[config.mk]
export PLATFORM = sky130hd
export DESIGN_NAME = keypad_matrix_scanner
export DESIGN_NICKNAME = d
export VERILOG_FILES = /design/src/rtl/keypad_pkg.sv /design/src/rtl/keypad_event_fifo.sv /design/src/rtl/keypad_matrix_scanner.sv
export SDC_FILE = /design/constraint.sdc
export NUM_CORES = 1
export LEC_CHECK = 0
export CAP_MARGIN = 10
export CORE_UTILIZATION = 45
export DETAILED_ROUTE_END_ITERATION = 8
export PLACE_DENSITY = 0.67
export SETUP_SLACK_MARGIN = 0.02
export SKIP_LAST_GASP = 1
export SLEW_MARGIN = 20
export SYNTH_ARGS = -nofsm -noshare
export SYNTH_HDL_FRONTEND = slang
export SYNTH_SLANG_ARGS = --single-unit
[constraint.sdc]
create_clock -name clk -period 4.05 [get_ports clk]
set_input_delay 1.0125 -clock clk [delete_from_list [all_inputs] [get_ports clk]]
set_output_delay 1.0125 -clock clk [all_outputs]
set_load 0.1 [all_outputs]
[src/rtl/keypad_pkg.sv]
// Shared types for the front-panel keypad scanner and its event FIFO.
package keypad_pkg;

  typedef enum logic [2:0] {
    ST_IDLE,
    ST_SCAN,
    ST_DEBOUNCE,
    ST_HELD,
    ST_RELEASE
  } state_t;

  // Wide enough for the largest matrix (8x8 keys).
  localparam int KEY_CODE_MAX_W = 6;

  typedef struct packed {
    logic [KEY_CODE_MAX_W-1:0] code;
    logic                      is_repeat;
  } key_event_t;

  // All-rows-high pattern for a matrix with the given number of rows.
  function automatic logic [7:0] no_press(input int rows);
    logic [7:0] v;
    v = '0;
    for (int i = 0; i < 8; i++) begin
      if (i < rows) v[i] = 1'b1;
    end
    return v;
  endfunction

endpackage

[src/rtl/keypad_event_fifo.sv]
// First-word-fall-through event FIFO with a sticky overflow flag.
module keypad_event_fifo #(
  parameter int DEPTH = 4,
  parameter int W     = 8
) (
  input  logic         clk,
  input  logic         rst_n,
  input  logic         push,
  input  logic [W-1:0] push_data,
  input  logic         pop,
  output logic         valid,
  output logic [W-1:0] head,
  output logic         overflow
);

  localparam int AW = $clog2(DEPTH);
  localparam logic [AW:0] FULL_COUNT = (AW+1)'(DEPTH);

  logic [W-1:0]  mem [DEPTH];
  logic [AW-1:0] wr_ptr_reg;
  logic [AW-1:0] rd_ptr_reg;
  logic [AW:0]   count_reg;
  logic          overflow_reg;
  logic          full;
  logic          do_pop;
  logic          do_push;

  assign full     = (count_reg == FULL_COUNT);
  assign valid    = (count_reg != '0);
  assign do_pop   = valid && pop;
  // A full FIFO still takes a push when the head leaves in the same cycle.
  assign do_push  = push && (!full || do_pop);
  assign head     = valid ? mem[rd_ptr_reg] : '0;
  assign overflow = overflow_reg;

  always_ff @(posedge clk) begin
    if (do_push) mem[wr_ptr_reg] <= push_data;
  end

  always_ff @(posedge clk or posedge rst_n) begin
    if (rst_n) begin
      wr_ptr_reg   <= '0;
      rd_ptr_reg   <= '0;
      count_reg    <= '0;
      overflow_reg <= 1'b0;
    end else begin
      if (do_push) wr_ptr_reg <= wr_ptr_reg + 1'b1;
      if (do_pop)  rd_ptr_reg <= rd_ptr_reg + 1'b1;
      case ({do_push, do_pop})
        2'b10:   count_reg <= count_reg + 1'b1;
        2'b01:   count_reg <= count_reg - 1'b1;
        default: count_reg <= count_reg;
      endcase
      if (push && full && !do_pop) overflow_reg <= 1'b1;
    end
  end

endmodule

[src/rtl/keypad_matrix_scanner.sv]
// Matrix keypad scanner: column strobing, row debounce, press/auto-repeat
// events queued in a small FWFT FIFO for the panel consumers.
module keypad_matrix_scanner
  import keypad_pkg::*;
#(
  parameter int ROWS         = 4,
  parameter int COLS         = 4,
  parameter int DEBOUNCE     = 15,
  parameter int REPEAT_DELAY = 500,
  parameter int REPEAT_RATE  = 100,
  parameter int FIFO_DEPTH   = 4,
  localparam int KW          = $clog2(ROWS*COLS)
) (
  input  logic            clk,
  input  logic            rst_n,
  input  logic            tick,
  input  logic [ROWS-1:0] row,
  output logic [COLS-1:0] col,
  output logic            ev_valid,
  input  logic            ev_ready,
  output logic [KW-1:0]   ev_code,
  output logic            ev_repeat,
  output logic            key_held,
  output logic            overflow
);

  localparam int CW      = $clog2(COLS);
  localparam int RIW     = $clog2(ROWS);
  localparam int DW      = $clog2(DEBOUNCE + 1);
  localparam int RPT_MAX = (REPEAT_DELAY > REPEAT_RATE) ? REPEAT_DELAY : REPEAT_RATE;
  localparam int PW      = $clog2(RPT_MAX + 1);

  localparam logic [ROWS-1:0] NO_PRESS   = ROWS'(no_press(ROWS));
  localparam logic [DW-1:0]   DB_LAST    = DW'(DEBOUNCE - 1);
  localparam logic [PW-1:0]   DELAY_LAST = PW'((REPEAT_DELAY > 0) ? REPEAT_DELAY - 1 : 0);
  localparam logic [PW-1:0]   RATE_LAST  = PW'(REPEAT_RATE - 1);
  localparam logic [CW-1:0]   COL_LAST   = CW'(COLS - 1);
  localparam logic            RPT_EN     = (REPEAT_DELAY != 0);

  state_t          state_reg;
  logic [ROWS-1:0] row_s1_reg;
  logic [ROWS-1:0] row_s2_reg;
  logic [ROWS-1:0] row_pat_reg;
  logic [CW-1:0]   col_idx_reg;
  logic [RIW-1:0]  row_idx_reg;
  logic [DW-1:0]   db_cnt_reg;
  logic [PW-1:0]   rpt_cnt_reg;
  logic            rpt_first_reg;
  logic [COLS-1:0] col_reg;
  logic            key_held_reg;

  logic            pressed;
  logic            row_match;
  logic            latched_high;
  logic [PW-1:0]   rpt_last;
  logic [RIW-1:0]  low_row;
  logic [KW-1:0]   key_code;
  logic            push_press;
  logic            push_rpt;
  key_event_t      ev_in;
  key_event_t      ev_head;

  function automatic logic [COLS-1:0] col_drive(input logic [CW-1:0] c);
    return ~(COLS'(1) << c);
  endfunction

  assign pressed      = (row_s2_reg != NO_PRESS);
  assign row_match    = (row_s2_reg == row_pat_reg);
  assign latched_high = row_s2_reg[row_idx_reg];
  assign rpt_last     = rpt_first_reg ? DELAY_LAST : RATE_LAST;
  assign key_code     = KW'(int'(row_idx_reg) * COLS + int'(col_idx_reg));

  always_comb begin
    low_row = '0;
    for (int i = ROWS - 1; i >= 0; i--) begin
      if (!row_s2_reg[i]) low_row = RIW'(i);
    end
  end

  // Pushes are decided combinationally so they land on the same edge as the FSM step.
  assign push_press = tick && (state_reg == ST_DEBOUNCE) && row_match && (db_cnt_reg == DB_LAST);
  assign push_rpt   = RPT_EN && tick && (state_reg == ST_HELD) && !latched_high &&
                      (rpt_cnt_reg == rpt_last);

  always_comb begin
    ev_in           = '0;
    ev_in.code      = KEY_CODE_MAX_W'(key_code);
    ev_in.is_repeat = push_rpt;
  end

  always_ff @(posedge clk or posedge rst_n) begin
    if (rst_n) begin
      row_s1_reg    <= NO_PRESS;
      row_s2_reg    <= NO_PRESS;
      state_reg     <= ST_IDLE;
      row_pat_reg   <= NO_PRESS;
      col_idx_reg   <= '0;
      row_idx_reg   <= '0;
      db_cnt_reg    <= '0;
      rpt_cnt_reg   <= '0;
      rpt_first_reg <= 1'b1;
      col_reg       <= '0;
      key_held_reg  <= 1'b0;
    end else begin
      row_s1_reg <= row;
      row_s2_reg <= row_s1_reg;
      if (tick) begin
        unique case (state_reg)
          ST_IDLE: begin
            if (pressed) begin
              state_reg   <= ST_SCAN;
              col_idx_reg <= '0;
              col_reg     <= col_drive('0);
            end
          end
          ST_SCAN: begin
            if (pressed) begin
              row_idx_reg <= low_row;
              row_pat_reg <= row_s2_reg;
              db_cnt_reg  <= '0;
              state_reg   <= ST_DEBOUNCE;
            end else if (col_idx_reg == COL_LAST) begin
              state_reg <= ST_IDLE;
              col_reg   <= '0;
            end else begin
              col_idx_reg <= col_idx_reg + 1'b1;
              col_reg     <= col_drive(CW'(col_idx_reg + 1'b1));
            end
          end
          ST_DEBOUNCE: begin
            if (!row_match) begin
              state_reg <= ST_IDLE;
              col_reg   <= '0;
            end else if (db_cnt_reg == DB_LAST) begin
              state_reg     <= ST_HELD;
              key_held_reg  <= 1'b1;
              rpt_cnt_reg   <= '0;
              rpt_first_reg <= 1'b1;
            end else begin
              db_cnt_reg <= db_cnt_reg + 1'b1;
            end
          end
          ST_HELD: begin
            // Release is judged on the latched row only; other keys are ignored.
            if (latched_high) begin
              state_reg  <= ST_RELEASE;
              col_reg    <= '0;
              db_cnt_reg <= '0;
            end else if (RPT_EN) begin
              if (rpt_cnt_reg == rpt_last) begin
                rpt_cnt_reg   <= '0;
                rpt_first_reg <= 1'b0;
              end else begin
                rpt_cnt_reg <= rpt_cnt_reg + 1'b1;
              end
            end
          end
          ST_RELEASE: begin
            if (pressed) begin
              db_cnt_reg <= '0;
            end else if (db_cnt_reg == DB_LAST) begin
              state_reg    <= ST_IDLE;
              key_held_reg <= 1'b0;
            end else begin
              db_cnt_reg <= db_cnt_reg + 1'b1;
            end
          end
          default: begin
            state_reg <= ST_IDLE;
            col_reg   <= '0;
          end
        endcase
      end
    end
  end

  keypad_event_fifo #(
    .DEPTH (FIFO_DEPTH),
    .W     ($bits(key_event_t))
  ) u_fifo (
    .clk       (clk),
    .rst_n     (rst_n),
    .push      (push_press || push_rpt),
    .push_data (ev_in),
    .pop       (ev_ready),
    .valid     (ev_valid),
    .head      (ev_head),
    .overflow  (overflow)
  );

  assign col       = col_reg;
  assign key_held  = key_held_reg;
  assign ev_code   = KW'(ev_head.code);
  assign ev_repeat = ev_head.is_repeat;

endmodule

==> flow_metrics.env, run 1 <==
export IMPL_cp_end_kind="output pin"
export IMPL_yosys_cell_count_top_type="dfrtp_1"
export IMPL_cp_required_ps=3040
export IMPL_clock_latency_ps=350
export IMPL_tns_ps=0
export IMPL_irDropWorstVdd_mv=0.179
export IMPL_yosysSeqAreaShare_pct=54.5
export IMPL_die_height_um=86.9
export IMPL_grt_pass1_wl_mm=9.55
export IMPL_worstPathMaxFanout=8
export IMPL_grt_max_degree=47
export IMPL_outcome="finished clean"
export IMPL_die_area_um2=7550
export IMPL_p_per_area_nw_per_um2=436
export IMPL_synth_area_leader_cell="dfrtp_1"
export IMPL_fp_row_count=30
export IMPL_antenna_found_initial=0
export IMPL_clockBufferDepth=2
export IMPL_post_cts_resized=0
export IMPL_clock_skew_ps=14.2
export IMPL_maxSlewViolCount=0
export IMPL_synth_edff_count=20
export IMPL_dp_hpwl_mm=3.81
export IMPL_port_buffers=19
export IMPL_start_kind="register"
export IMPL_pin_count=20
export IMPL_clock_sinks=66
export IMPL_synth_cell_types=60
export IMPL_wl_per_cell_um=14.0
export IMPL_synth_top_cell_area_share_pct=25.5
export IMPL_cts_setup_buffers=0
export IMPL_grt_pass1_vias=2014
export IMPL_synth_cells=269
export IMPL_detail_route_drc_violations=0
export IMPL_drt_first_iter_violations=91
export IMPL_largest_register_ffs=20
export IMPL_cts_hold_buf=0
export IMPL_grt_ovfl_total=0
export IMPL_nets=308
export IMPL_ys_seq_elements=66
export IMPL_start_util_pct=47.2
export IMPL_final_antenna_net_count=0
export IMPL_p_leak_nw=1.55
export IMPL_fp_dieW_um=86.9
export IMPL_worstPathArrival_ps=2250
export IMPL_drv_cap=0
export IMPL_vias=2105
export IMPL_ys_warn_count=0
export IMPL_synth_avg_cell_area_um2=12.1
export IMPL_syn_area_um2=3240
export IMPL_hold_viol_final=0
export IMPL_grt_usage_pct=16.8
export IMPL_area_growth_pct=14.7
export IMPL_finalCritPeriodShare_pct=80.5
export IMPL_cts_tree="yes"
export IMPL_critical_path_class="register to output pin"
export IMPL_worstMarginPinSlew_ps=967
export IMPL_path_clk_slew_ps=70
export IMPL_wirelength_mm=5.47
export IMPL_synthFlopType="dfrtp_1"
export IMPL_hold_slack_ps=357
export IMPL_synth_commonest_cells="33 x dfrtp_1, 21 x nand2_1, 20 x edfxtp_1, 20 x o21ai_0, 14 x nor2_1"
export IMPL_dr_pass1_iters=5
export IMPL_synthArstFlopShare_pct=69.7
export IMPL_numCtsBuffers=9
export IMPL_synth_fp_nets=288
export IMPL_antennaDiodeCount=0
export IMPL_vias_per_cell=5.40
export IMPL_rsz0062_at_grt="false"
export IMPL_core_um2=6870
export IMPL_fin_crit_ps=3260
export IMPL_place_gp_congestion=0.864
export IMPL_timing_fmax_mhz=307
export IMPL_htree_levels=3
export IMPL_slew_limit_headroom_pct=35.3
export IMPL_layout_drive_gt1_share_pct=21.8
export IMPL_yosys_top_cells_area="dfrtp_1 25%, edfxtp_1 19%, dfstp_2 11%"
export IMPL_finalSetupViolCount=0
export IMPL_clockRootBuffer="clkbuf_8"
export IMPL_hold_class="register to register"
-- per-layer routing --
layer | up-vias | part of all wire (%) | GRT usage, %
li1 | 1016 | - | -
met1 | 1036 | 48 | 22.9
met2 | 43 | 46 | 25.6
met3 | 10 | 4.3 | 4.55
met4 | 0 | 1.6 | 6.82
met5 | - | 0 | 0
-- cells in the final DEF (no fill, tap or decap), types with 2 or more instances in the layout --
master,netlist,routed
a21oi_1,6,6
mux2_2,8,8
nand2b_1,3,3
dfrtp_1,33,33
a22oi_1,2,2
o21ai_0,20,20
a211oi_1,2,2
buf_4,2,6
a31oi_1,2,2
edfxtp_1,20,20
xnor2_1,5,5
and3_1,5,5
inv_6,0,3
mux2i_1,3,3
xor2_1,5,5
nand4_1,5,5
dfstp_2,13,13
nor3_1,2,2
inv_1,13,12
o31ai_1,4,4
clkbuf_8,0,9
bufinv_16,0,2
nand2_1,21,21
ha_1,10,10
mux4_2,6,6
o21bai_1,2,2
a41oi_1,2,2
a22o_1,4,4
nand3_1,7,7
nor2_1,14,14
and2_1,12,12
clkdlybuf4s50_1,0,14
-- final cells by class --
cell class | instances | area (um2)
clock buffers | 9 | 124
clock inverters | 7 | 100
repair buffers | 20 | 185
flip-flops and latches | 66 | 1770
fillers | 599 | 3150
well taps | 96 | 120
inverters | 13 | 48.8
multi-input cells | 179 | 1370
-- logic make-up after synthesis --
kind of cell | count (synthesis) | synth area share (%)
xor gates and xnor gates | 10 | 2.70
and+or+nand+nor | 85 | 15.0
DFF | 66 | 54.5
adders and majority gates | 11 | 4.48
muxes | 18 | 8.22
buffers and inverters | 24 | 3.13
AOI/OAI and AO/OA | 55 | 12.0
-- metrics by stage --
step	instances	setup WS, ps	utilization (%)	total power, mW	area (um2)
after floorplan	269	710	-	0.964	3240
after global placement	374	1070	50.9	1.01	3490
after detailed placement	374	1010	50.9	1.01	3490
after CTS	390	752	54.1	1.64	3720
after global routing	390	711	54.1	1.70	3720
final	390	790	54.1	1.62	3720
-- final timing paths --
kind / startpoint / endpoint / slack [ps] / cells after the start
max: u_fifo.count_reg[0]$_DFFE_PP0P_ / ev_valid / 790 / 2
min: row_s1_reg[3]$_DFF_PP1_ / row_s2_reg[3]$_DFF_PP1_ / 360 / 0
max reg2reg: rpt_cnt_reg[8]$_DFFE_PP0P_ / u_fifo.count_reg[2]$_DFFE_PP0P_ / 1250 / 9
min reg2reg: row_s1_reg[3]$_DFF_PP1_ / row_s2_reg[3]$_DFF_PP1_ / 360 / 0
max in group asynchronous: rst_n / u_fifo.wr_ptr_reg[0]$_DFFE_PP0P_ / 2250 / 2
min in group asynchronous: rst_n / key_held$_DFFE_PP0P_ / 1210 / 2
-- critical path, stage by stage, from the launching register on --
cell and delay, ps:
dfrtp_1 430, or3_1 470, clkdlybuf4s50_1 1010
-- power breakdown --
group	leakage, nW	internal [mW]	switching (mW)	total (mW)
Sequential	0.781	0.718	0.0539	0.772
Combinational	0.653	0.0931	0.130	0.223
Clock	0.115	0.353	0.274	0.627
Total	1.55	1.16	0.458	1.62
Power figures use the tool's default switching activity.
==> run 2: changes to the inputs <==
PLACE_DENSITY = 0.7   (was 0.67)
clock period = 2.81 ns   (was 4.05 ns; I/O delays follow)
==> run 2 against run 1 <==
Wire length down 0.15%. Die area did not move. Global-route usage grew 0.26 points. Utilization is 1.3 points higher. Via count up 0.71%. Worst setup slack got worse by 660 ps. Register-to-register slack worse by 1100 ps. Clock-buffer cell count rose by 1. Power increased by 38%.
==> flow_metrics.env, run 2 (synthesis results as in run 1) <==
export IMPL_core_um2=6870
export IMPL_timing_fmax_mhz=372
export IMPL_whs_path_depth=0
export IMPL_final_cell_mix="33 x dfrtp_1, 21 x nand2_1, 20 x o21ai_0, 20 x edfxtp_1, 18 x buf_4"
export IMPL_final_fill_count=583
export IMPL_largest_register_ffs=20
export IMPL_vias_per_cell=5.30
export IMPL_instances_no_fill=400
export IMPL_crit_slowest_cell="or4_4"
export IMPL_cp_end_kind="register"
export IMPL_start_util_pct=47.2
export IMPL_port_buffers=19
export IMPL_p_per_area_nw_per_um2=589
export IMPL_path_cells="or4_4 > a2111oi_4 > a22oi_2 > nand2b_4 > and2_2 > fa_1 > nor2_2 > a22oi_1 > xnor2_1"
export IMPL_clock_latency_ps=340
export IMPL_reg2reg_slack_ps=130
export IMPL_finalSetupViolCount=0
export IMPL_dp_cells=383
export IMPL_cts_tree="yes"
export IMPL_fp_row_count=30
export IMPL_fp_dieW_um=86.9
export IMPL_hold_viol_final=0
export IMPL_hold_class="register to register"
export IMPL_clock_sinks=66
export IMPL_die_area_um2=7550
export IMPL_grt_ovfl_total=0
export IMPL_place_gp_congestion=0.790
export IMPL_clockRootBuffer="clkbuf_8"
export IMPL_grt_usage_pct=17.1
export IMPL_vias=2120
export IMPL_wirelength_mm=5.47
export IMPL_irDropWorstVdd_mv=0.296
export IMPL_wl_met3_um=182
export IMPL_tns_ps=0
export IMPL_reg2reg_to="u_fifo.count_reg[2]$_DFFE_PP0P_"
export IMPL_detail_route_drc_violations=0
export IMPL_antenna_found_initial=0
export IMPL_outcome="finished clean"
export IMPL_final_common_cell="dfrtp_1"
export IMPL_area_growth_pct=17.6
export IMPL_dr_pass1_iters=4
export IMPL_wl_met1_mm=2.68
export IMPL_final_antenna_net_count=0
export IMPL_maxSlewViolCount=0
export IMPL_dp_hpwl_mm=3.96
export IMPL_drt_first_iter_violations=136
export IMPL_grt_max_degree=25
export IMPL_reg2reg_from="rpt_cnt_reg[8]$_DFFE_PP0P_"
export IMPL_rsz0062_at_grt="false"
export IMPL_max_stage_delay_ps=530
export IMPL_finalCritPeriodShare_pct=95.5
export IMPL_worstPathArrival_ps=2910
export IMPL_grt_pass1_wl_mm=9.74
export IMPL_worstMarginPinSlew_ps=451
export IMPL_p_leak_nw=1.59
export IMPL_path_clk_slew_ps=80
export IMPL_layout_drive_gt1_share_pct=26.3
export IMPL_clockBufferDepth=2
export IMPL_worstPathMaxFanout=4
export IMPL_drv_cap=0
export IMPL_htree_levels=3
export IMPL_hold_end="row_s2_reg[0]$_DFF_PP1_"
export IMPL_hp_start="row_s1_reg[0]$_DFF_PP1_"
export IMPL_slew_limit_headroom_pct=69.8
export IMPL_r2r_cells=9
export IMPL_die_height_um=86.9
export IMPL_fin_crit_ps=2680
export IMPL_wl_met2_mm=2.50
export IMPL_grt_pass1_vias=2111
export IMPL_postLayoutCoreUtil_pct=55.5
export IMPL_numCtsBuffers=9
export IMPL_wl_per_cell_um=13.7
export IMPL_antennaDiodeCount=0
export IMPL_clock_skew_ps=12.8
export IMPL_pin_count=20
export IMPL_nets=318
export IMPL_critical_path_class="register to register"
export IMPL_cp_required_ps=3040
export IMPL_start_kind="register"
export IMPL_routed_top_layer="met4"
## run 2: changes by cell type in the layout (fill, tap and decap cells not counted), moves of 2 or more
| cell | delta |
|---|---|
| inv_6 | -2 |
| buf_4 | +12 |
| clkinvlp_4 | +3 |
| buf_12 | +5 |
| clkdlybuf4s50_1 | -7 |
## run 2: worst max-delay path: cells and delay by family, from the launching register on
kind | cells | cell delay, ps
DFF | 1 | 420
xor gates and xnor gates | 1 | 130
and+or+nand+nor | 4 | 970
AOI/OAI and AO/OA | 3 | 660
adders and majority gates | 1 | 400
## run 2: per-stage QoR
| step | setup WS, ps | hold WS [ps] | cell area (um2) | total power [mW] |
|---|---|---|---|---|
| floorplan | 206 | 345 | 3240 | 1.39 |
| global placement | 154 | 346 | 3610 | 1.48 |
| detailed placement | 122 | 347 | 3610 | 1.48 |
| CTS | 106 | 358 | 3800 | 2.27 |
| global route | 19.4 | 364 | 3810 | 2.35 |
| finish | 125 | 357 | 3810 | 2.25 |
## run 2: repair_timing
| item | in CTS | in global routing |
|---|---|---|
| gates resized for setup | 0 | 1 |
| setup buffers | 0 | 1 |
| hold buffers | 0 | 0 |
| setup endpoints to repair | 0 | 2 |
## run 2: worst max-delay path by stage
| stage | from | end | slack [ps] | cells after the start |
|---|---|---|---|---|
| 2_1_floorplan | rpt_cnt_reg[8]$_DFFE_PP0P_ | u_fifo.count_reg[2]$_DFFE_PP0P_ | 210 | 9 |
| 3_3_place_gp | rpt_cnt_reg[8]$_DFFE_PP0P_ | u_fifo.count_reg[2]$_DFFE_PP0P_ | 150 | 9 |
| 3_5_place_dp | rpt_cnt_reg[7]$_DFFE_PP0P_ | u_fifo.count_reg[2]$_DFFE_PP0P_ | 120 | 9 |
| 4_1_cts | rpt_cnt_reg[8]$_DFFE_PP0P_ | u_fifo.count_reg[2]$_DFFE_PP0P_ | 110 | 9 |
| 5_1_grt | rpt_cnt_reg[8]$_DFFE_PP0P_ | u_fifo.count_reg[2]$_DFFE_PP0P_ | 20 | 9 |
| 6_report | rpt_cnt_reg[8]$_DFFE_PP0P_ | u_fifo.count_reg[2]$_DFFE_PP0P_ | 130 | 9 |
## run 2: layout make-up
class	count	area, um2	share of cell area (%)
clock inverters	6	66.3	1.74
clock buffers	10	128	3.35
flip-flops and latches	66	1770	46.4
well taps	96	120	3.15
repair buffers	30	305	8.01
multi-input cells	179	1380	36.1
inverters	13	48.8	1.28
## run 2: per-layer routing
| layer | global-route usage, % | vias up |
|---|---|---|
| met5 | 0 | - |
| met4 | 9.09 | 0 |
| met3 | 3.13 | 11 |
| met2 | 26.2 | 41 |
| met1 | 23.2 | 1024 |
| li1 | - | 1044 |
## run 2: report_power, final
group	internal (mW)	switching, mW
Clock	0.411	0.372
Sequential	1.04	0.0797
Combinational	0.155	0.193
Total	1.60	0.644
==> run 3: changes to the inputs <==
DONT_BUFFER_PORTS = 1   (was not set)
PLACE_DENSITY = not set   (was 0.7)
SKIP_CTS_REPAIR_TIMING = 1   (was not set)
==> run 3 against run 2 <==
Cell area fell by 4.1%. Via count fell by 1.3%. Critical endpoint unchanged. Sequential share of layout area rose by 2.0 points. Die area did not move. Clock-buffer cell count fell by 1. Worst setup slack improved by 0.72 ps. Clock skew fell by 7.1 ps. Combinational power fell by 6.3%. Final cell count fell by 3.8%. First-iteration DRC count fell by 24%. Wire length rose by 3.8%. Non-clock buffer count fell by 15.
==> flow_metrics.env, run 3 (synthesis results as in run 1) <==
export IMPL_outcome="finished clean"
export IMPL_clockRootBuffer="clkbuf_8"
export IMPL_cp_end_kind="register"
export IMPL_core_um2=6870
export IMPL_port_buffers=0
export IMPL_wirelength_mm=5.68
export IMPL_start_util_pct=47.2
export IMPL_place_gp_congestion=0.854
export IMPL_fp_dieW_um=86.9
export IMPL_final_common_cell="dfrtp_1"
export IMPL_whs_path_depth=0
export IMPL_hp_start="row[0]"
export IMPL_htree_levels=3
export IMPL_p_leak_nw=1.52
export IMPL_rsz0062_at_grt="false"
export IMPL_vias=2092
export IMPL_reg2reg_slack_ps=130
export IMPL_clock_sinks=66
export IMPL_maxSlewViolCount=0
export IMPL_postLayoutCellArea_um2=3650
export IMPL_tns_ps=0
export IMPL_detail_route_drc_violations=0
export IMPL_dp_hpwl_mm=4.02
export IMPL_drt_first_iter_violations=104
export IMPL_finalCritPeriodShare_pct=95.5
export IMPL_grt_ovfl_total=0
export IMPL_drv_cap=0
export IMPL_final_cell_mix="33 x dfrtp_1, 21 x nand2_1, 20 x o21ai_0, 20 x edfxtp_1, 14 x nor2_1"
export IMPL_dr_pass1_iters=4
export IMPL_r2r_cells=9
export IMPL_clock_skew_ps=5.73
export IMPL_worstPathMaxFanout=5
export IMPL_worstPathArrival_ps=2920
export IMPL_final_antenna_net_count=0
export IMPL_p_per_area_nw_per_um2=582
export IMPL_start_kind="register"
export IMPL_largest_register_ffs=20
export IMPL_numCtsBuffers=9
export IMPL_vias_per_cell=5.43
export IMPL_critical_path_class="register to register"
export IMPL_path_clk_slew_ps=70
export IMPL_cp_required_ps=3040
export IMPL_die_height_um=86.9
export IMPL_hold_viol_final=0
export IMPL_hold_end="row_s1_reg[0]$_DFF_PP1_"
export IMPL_finalSetupViolCount=0
export IMPL_hold_class="input pin to register"
export IMPL_clock_latency_ps=340
export IMPL_worstMarginPinSlew_ps=965
export IMPL_reg2reg_to="u_fifo.count_reg[2]$_DFFE_PP0P_"
export IMPL_clockBufferDepth=2
export IMPL_antenna_found_initial=0
export IMPL_fin_crit_ps=2680
export IMPL_grt_usage_pct=17.4
export IMPL_nets=303
export IMPL_grt_max_degree=47
export IMPL_grt_pass1_vias=1930
export IMPL_timing_fmax_mhz=373
export IMPL_die_area_um2=7550
export IMPL_slew_limit_headroom_pct=35.6
export IMPL_reg2reg_from="rpt_cnt_reg[8]$_DFFE_PP0P_"
export IMPL_dpl_instance_area_um2=3480
export IMPL_irDropWorstVdd_mv=0.275
export IMPL_wl_per_cell_um=14.7
export IMPL_grt_pass1_wl_mm=9.69
export IMPL_postLayoutCoreUtil_pct=53.2
export IMPL_cts_tree="yes"
export IMPL_fp_row_count=30
export IMPL_area_growth_pct=12.7
export IMPL_layout_drive_gt1_share_pct=25.3
export IMPL_pin_count=20
export IMPL_antennaDiodeCount=0
run 3: final cells by class:
class | count | area, um2
inverters | 13 | 48.8
multi-input cells | 179 | 1370
flip-flops and latches | 66 | 1770
clock buffers | 9 | 124
repair buffers | 15 | 175
fillers | 608 | 3210
clock inverters | 7 | 46.3
well taps | 96 | 120
run 3: worst max path at each step:
stage | depth (start not counted) | end | slack (ps) | start
3_5_place_dp | 9 | u_fifo.count_reg[2]$_DFFE_PP0P_ | 80 | rpt_cnt_reg[7]$_DFFE_PP0P_
5_1_grt | 9 | u_fifo.count_reg[2]$_DFFE_PP0P_ | 30 | rpt_cnt_reg[8]$_DFFE_PP0P_
2_1_floorplan | 9 | u_fifo.count_reg[2]$_DFFE_PP0P_ | 210 | rpt_cnt_reg[8]$_DFFE_PP0P_
3_3_place_gp | 9 | u_fifo.count_reg[2]$_DFFE_PP0P_ | 120 | rpt_cnt_reg[8]$_DFFE_PP0P_
4_1_cts | 9 | u_fifo.count_reg[2]$_DFFE_PP0P_ | 50 | rpt_cnt_reg[8]$_DFFE_PP0P_
6_report | 9 | u_fifo.count_reg[2]$_DFFE_PP0P_ | 130 | rpt_cnt_reg[8]$_DFFE_PP0P_
run 3: critical path, stage by stage (launching register included):
cell and delay, ps:
dfrtp_1 410, or4_4 540, a2111oi_4 370, a22oi_2 160
nand2b_4 190, and2_2 180, fa_1 390, nor2_1 110
a22oi_1 100, xnor2_1 130
run 3: power by group:
group / total, mW / switching [mW] / internal, mW / leakage [nW]
clock network: 0.685 / 0.370 / 0.315 / 0.0810
logic: 0.326 / 0.184 / 0.141 / 0.660
registers: 1.12 / 0.0794 / 1.04 / 0.781
total: 2.13 / 0.633 / 1.49 / 1.52
run 3: per-layer routing:
metal	global-route usage [%]	routed length [um]	vias to the layer above	part of all wire, %
li1	-	-	1009	-
met5	0	0	-	0
met4	9.55	60	0	1.1
met1	25.1	2790	1041	49
met2	23.9	2550	37	45
met3	4.17	274	5	4.8
run 3: per-stage QoR:
| stage | power (mW) | setup slack, ps | instances | hold slack [ps] |
|---|---|---|---|---|
| floorplan | 1.39 | 206 | 269 | 345 |
| global placement | 1.46 | 118 | 368 | 346 |
| detailed placement | 1.46 | 76.8 | 368 | 347 |
| CTS | 2.16 | 52.9 | 384 | 326 |
| finish | 2.13 | 126 | 385 | 348 |
| global route | 2.23 | 26.8 | 385 | 323 |
